==> src/rtl/grid_arbiter.sv <==
// Round-robin arbiter sharing the single-port 64x32x3 grid RAM among NUM_REQ requesters.
// Optional feature: define GRID_ARB_LOCK_EN to honour req_lock (hold, timeout, sticky lock_err).
module grid_arbiter #(
   parameter int unsigned NUM_REQ  = 5,
   parameter int unsigned LOCK_MAX = 255
) (
   input  logic                 clock,
   input  logic                 reset,
   input  logic [NUM_REQ-1:0]   req,
   input  logic [NUM_REQ-1:0]   req_we,
   input  logic [6*NUM_REQ-1:0] req_x,
   input  logic [5*NUM_REQ-1:0] req_y,
   input  logic [3*NUM_REQ-1:0] req_din,
   input  logic [NUM_REQ-1:0]   req_lock,
   output logic [NUM_REQ-1:0]   gnt,
   output logic [NUM_REQ-1:0]   rvalid,
   output logic [2:0]           rdata,
   output logic [5:0]           grid_x,
   output logic [4:0]           grid_y,
   output logic                 grid_write,
   output logic [2:0]           grid_in,
   input  logic [2:0]           grid_out,
   output logic                 lock_err
);

   function automatic logic [2:0] wrap_add(input logic [2:0] base, input int unsigned k);
      int unsigned s;
      s = 32'(base) + k;
      if (s >= NUM_REQ) s = s - NUM_REQ;
      return 3'(s);
   endfunction

   logic [2:0] ptr;
   logic [2:0] ptr_next;
   logic [2:0] rr_idx;
   logic [2:0] gnt_sel;
   logic       rr_hit;
   logic       gnt_valid;

   // First pending requester in circular order starting at ptr.
   always_comb begin
      rr_hit = 1'b0;
      rr_idx = '0;
      for (int unsigned k = 0; k < NUM_REQ; k++) begin
         if (!rr_hit && req[wrap_add(ptr, k)]) begin
            rr_hit = 1'b1;
            rr_idx = wrap_add(ptr, k);
         end
      end
   end

`ifdef GRID_ARB_LOCK_EN
   typedef enum logic {ARB, LOCKED} state_t;

   state_t     state;
   state_t     state_next;
   logic [2:0] owner;
   logic [2:0] owner_next;
   logic [7:0] lock_cnt;
   logic [7:0] lock_cnt_next;
   logic       lock_err_next;
   logic       lock_timeout;

   assign lock_timeout = (state == LOCKED) && (lock_cnt == 8'(LOCK_MAX));

   always_ff @(posedge clock) begin
      if (reset) begin
         state    <= ARB;
         owner    <= '0;
         lock_cnt <= '0;
         lock_err <= 1'b0;
      end else begin
         state    <= state_next;
         owner    <= owner_next;
         lock_cnt <= lock_cnt_next;
         lock_err <= lock_err_next;
      end
   end

   always_comb begin
      state_next    = state;
      owner_next    = owner;
      lock_cnt_next = lock_cnt;
      lock_err_next = lock_err;
      ptr_next      = ptr;
      case (state)
         ARB: begin
            if (rr_hit) begin
               ptr_next = wrap_add(rr_idx, 1);
               if (req_lock[rr_idx]) begin
                  state_next    = LOCKED;
                  owner_next    = rr_idx;
                  lock_cnt_next = '0;
               end
            end
         end
         LOCKED: begin
            // ptr already points past the owner; it only moves again on a forced release.
            lock_cnt_next = lock_cnt + 8'd1;
            if (lock_timeout) begin
               state_next    = ARB;
               lock_err_next = 1'b1;
               ptr_next      = wrap_add(owner, 1);
            end else if (!req[owner] || !req_lock[owner]) begin
               state_next = ARB;
            end
         end
      endcase
   end

   always_comb begin
      gnt_valid = 1'b0;
      gnt_sel   = '0;
      if (!reset) begin
         if (state == LOCKED) begin
            gnt_valid = req[owner] && !lock_timeout;
            gnt_sel   = owner;
         end else begin
            gnt_valid = rr_hit;
            gnt_sel   = rr_idx;
         end
      end
   end
`else
   logic unused_lock;
   assign unused_lock = ^{req_lock, 32'(LOCK_MAX)};
   assign lock_err    = 1'b0;

   always_comb begin
      ptr_next  = rr_hit ? wrap_add(rr_idx, 1) : ptr;
      gnt_valid = rr_hit && !reset;
      gnt_sel   = rr_idx;
   end
`endif

   always_ff @(posedge clock) begin
      if (reset) begin
         ptr    <= '0;
         rvalid <= '0;
      end else begin
         ptr    <= ptr_next;
         rvalid <= gnt & ~req_we;
      end
   end

   always_comb begin
      gnt        = '0;
      grid_x     = '0;
      grid_y     = '0;
      grid_write = 1'b0;
      grid_in    = '0;
      for (int unsigned i = 0; i < NUM_REQ; i++) begin
         if (gnt_valid && gnt_sel == 3'(i)) begin
            gnt[i]     = 1'b1;
            grid_x     = req_x[6*i +: 6];
            grid_y     = req_y[5*i +: 5];
            grid_write = req_we[i];
            grid_in    = req_din[3*i +: 3];
         end
      end
   end

   assign rdata = grid_out;

endmodule
==> config.mk <==
export PLATFORM = sky130hd
export DESIGN_NAME = grid_arbiter
export DESIGN_NICKNAME = d
export VERILOG_FILES = /design/src/rtl/grid_arbiter.sv
export SDC_FILE = /design/constraint.sdc
export NUM_CORES = 1
export LEC_CHECK = 0
export CORE_ASPECT_RATIO = 0.75
export CORE_UTILIZATION = 30
export CTS_CLUSTER_DIAMETER = 30
export DETAILED_ROUTE_END_ITERATION = 6
export PLACE_DENSITY_LB_ADDON = 0.08
export SYNTH_ARGS = -nofsm -noshare
export SYNTH_HDL_FRONTEND = slang
export SYNTH_SLANG_ARGS = --single-unit
==> constraint.sdc <==
create_clock -name clock -period 5.2 [get_ports clock]
set_clock_uncertainty 0.2 [all_clocks]
set_input_delay 0.52 -clock clock [delete_from_list [all_inputs] [get_ports clock]]
set_output_delay 0.52 -clock clock [all_outputs]
set_load 0.1 [all_outputs]
==> impl_results.md <==
- Starting Density: about a third
- WP data required: 4.48 ns
- Cells on Worst Hold Path: 3
- Cts hold-fix bufs: 0
- GR Util met3: between 3 and 4%
- First-pass GRT wire length: between 10000 and 15000 um
- Largest net degree at the start of global routing: 23
- Status: complete, no violations
- Final slew viol count: 0
- FFs w/ async S/R, synth: 0%
- Period utilization: between 90% and 100%
- Layout cells sized above 1: 29.4%
- Placer's final routability congestion estimate: between 0.8 and 0.9
- GRT met1 Usage: a little over a third
- Die Area: around 7700 um2
- Synthesis Warnings: 0
- CP Max Fanout: 7
- Final min period: slightly above 5 ns
- Core Box Area: between 6000 and 7000 um2
- H-tree levels: 1
- Slew margin rel.: between 30% and 40%
- Vias: 2986
- IO Port Bufs: 106
- Antenna violations before repair: 0
- Met2 Use GR: 36.7%
- Final hold vios: 0
- Critical Path AT: about 4.4 ns
- Post-synth top area cell: a221o_1
- Worst slew pin tran: slightly above 1 ns
- # rows: 26
- Post-DP Area: 3880 um2
- Vias per inst: 5.63
- Final wirelength: between 9000 and 10000 um
- Mapped Cells: just over 300
- Maximum root-to-sink buffer count: 2
- Sequential area share after synthesis: ~7.2%
- Number of library cell types mapped by synthesis: 64
- Max Cap Viol: 0
- Total grt overflow: 0
- Element type at the critical path end: output pin
- DR WL/cell: approximately 19 um
- Critical Path Start Type: register
- Root Buffer: clkbuf_8
- Iter 0 DRT Violations: 215
- Synth Register Bits: 8
- R2R setup slack: roughly 0.95 ns
- Mean Syn Cell Area: 7.20 um2
- Synth-to-Final Area Change: 90.1%
- Worst Hold Class: register to register
- CTS sink count: 8
- CP cell instances: inv_6 > ha_4 > inv_2 > fa_2 > a21oi_4 > mux2_4 > o2bb2ai_4 > or3_4 > o41a_1 > a21o_1 > ha_2 > inv_4 > nor2_4 > buf_6 > a221o_1 > o21ai_1 > nor2_1 > a221o_4 > buf_12
- Largest stage delay, worst path: ~0.42 ns
- Synth Cell Area: about 2200 um2
- Number of global-route vias before repair: approximately 2700
- Crit path depth: 19
- TritonCTS clock tree: built
- Crit path max-delay family: compound AO/OA/AOI/OAI gates
- Later-pin clock latency in the skew report: about 0.23 ns
- Residual DRC count: 0
- Final setup fails: 0
- Synth top area cells: a221o_1, ha_1, dfxtp_1, nor2_1, o21ai_0
- Worst-path clk slew: 0.04 ns
- R2R cell count: 17
- DP Cell Count: between 500 and 600
- EDFF count, synth: 0
- Main flop type after synthesis: dfxtp_1
- Hpwl dp: ~7400 um
- FMAX: roughly 200 MHz
- Post-route ant nets: 0
- GRT Total Usage: between 20% and 30%
- Mapped Nets: between 400 and 500
- Vert. Die Dim: around 76 um
- Drt pass-1 iters: 5
- Final setup TNS: 0 ns
- Crit path kind: register to output pin
- Antenna Cells: 0
- CP max-delay cell: fa_2
- TritonCTS buffer count: 3
- Gr busiest metal: met2
- WP buf/inv: 5
- Post-Layout Cell Count: between 500 and 600
- Layout Nets: 540
- I/O pin cnt: roughly 120
- Final Cell Area: around 4200 um2
- Yosys top cell area share: between 10% and 20%
- Die width: a little over 100 um
==> synthesized netlist by cell type (all sizes together) (2+ instances only) <==
library cell and number:
nor2 42, a221o 33, o21ai 24, nand2 18, buf 17, ha 15, a21oi 14, inv 14
nor3 11, clkbuf 10, nor2b 9, dfxtp 8, a211oi 7, mux2i 6, a21o 5, nand2b 5
a31oi 4, and2 4, or2 4, a2111oi 3, a21boi 3, and3 3, mux4 3, o211ai 3
or3 3, xnor2 3, a221oi 2, a311o 2, a311oi 2, and3b 2, and4 2, nand4b 2
o21a 2, o22a 2, o31ai 2
==> metal layers <==
| metal | share of wire (%) | vias up |
|---|---|---|
| li1 | - | 1428 |
| met1 | 48 | 1434 |
| met2 | 45 | 114 |
| met3 | 6.1 | 10 |
| met4 | 0.59 | 0 |
| met5 | 0 | - |
==> cell type report <==
cell class / count / area, um2
Sequential cell: 8 / 168
Fill cell: 632 / 2750
Multi-Input combinational cell: 259 / 2190
Tap cell: 98 / 123
Timing Repair Buffer: 148 / 1630
Clock buffer: 3 / 41.3
Inverter: 14 / 63.8
==> sequential cells by signal, summed over array words and instances (netlist names) <==
signal / cells
ptr: 3
rvalid: 5
==> tightest hold or removal path, stage by stage, from the launching register on <==
cell      delay (ns)
dfxtp_4         0.37
buf_4           0.18
nor2_1          0.11
a311oi_1        0.06
==> cells in the final DEF (no fill, tap or decap), types with 4 or more instances in the layout <==
cell type / netlist / routed
nand2b_1: 5 / 5
a21oi_1: 14 / 10
ha_1: 15 / 6
mux2i_1: 6 / 6
ha_4: 0 / 4
clkdlybuf4s50_1: 0 / 84
a221o_4: 0 / 9
nor2b_1: 9 / 8
buf_6: 0 / 6
a21oi_4: 0 / 4
nand2_1: 18 / 18
buf_12: 0 / 22
a221o_1: 33 / 23
a21o_1: 4 / 4
dfxtp_1: 8 / 6
inv_2: 1 / 4
nor2_1: 41 / 36
ha_2: 0 / 5
nor3_1: 11 / 10
a211oi_1: 6 / 5
o21ai_0: 24 / 18
inv_1: 13 / 7
a31oi_1: 4 / 4
buf_4: 8 / 34
o21ai_1: 0 / 4
==> what timing repair did <==
action | CTS | global route
buffers inserted | 0 | 9
resized for setup | 8 | 52
hold endpoints to repair | 0 | 0
endpoints found under the setup margin | 15 | 15
cloned | 0 | 2
pin swaps | 0 | 13
==> metrics by stage <==
stage	util (%)	setup WS, ns	hold slack (ns)
finish	60.5	0.0816	0.563
global route	60.5	-0.0521	0.634
floorplan	-	-0.0145	0.385
CTS	56.7	0.00196	0.549
detailed placement	55.8	-0.0206	0.541
global placement	55.8	-0.00362	0.543
==> cell families after synthesis <==
family / after synthesis / share of synthesized area [%]
xor+xnor: 4 / 1.58
mux: 10 / 6.26
fa+ha+maj: 16 / 9.37
other cells: 1 / 0.169
flops: 8 / 7.22
simple gates: 111 / 25.0
buf+inv: 41 / 8.97
compound gates: 117 / 41.4
==> final timing paths <==
kind / startpoint / endpoint
hold reg to reg: ptr[1] / ptr[1]
setup reg to reg: ptr[0] / ptr[1]
hold / removal: ptr[1] / ptr[1]
setup / recovery: ptr[0] / grid_x[1]
Power is not shown: default switching activity piles up to over one toggle a cycle in this logic, so the estimate is an artifact.
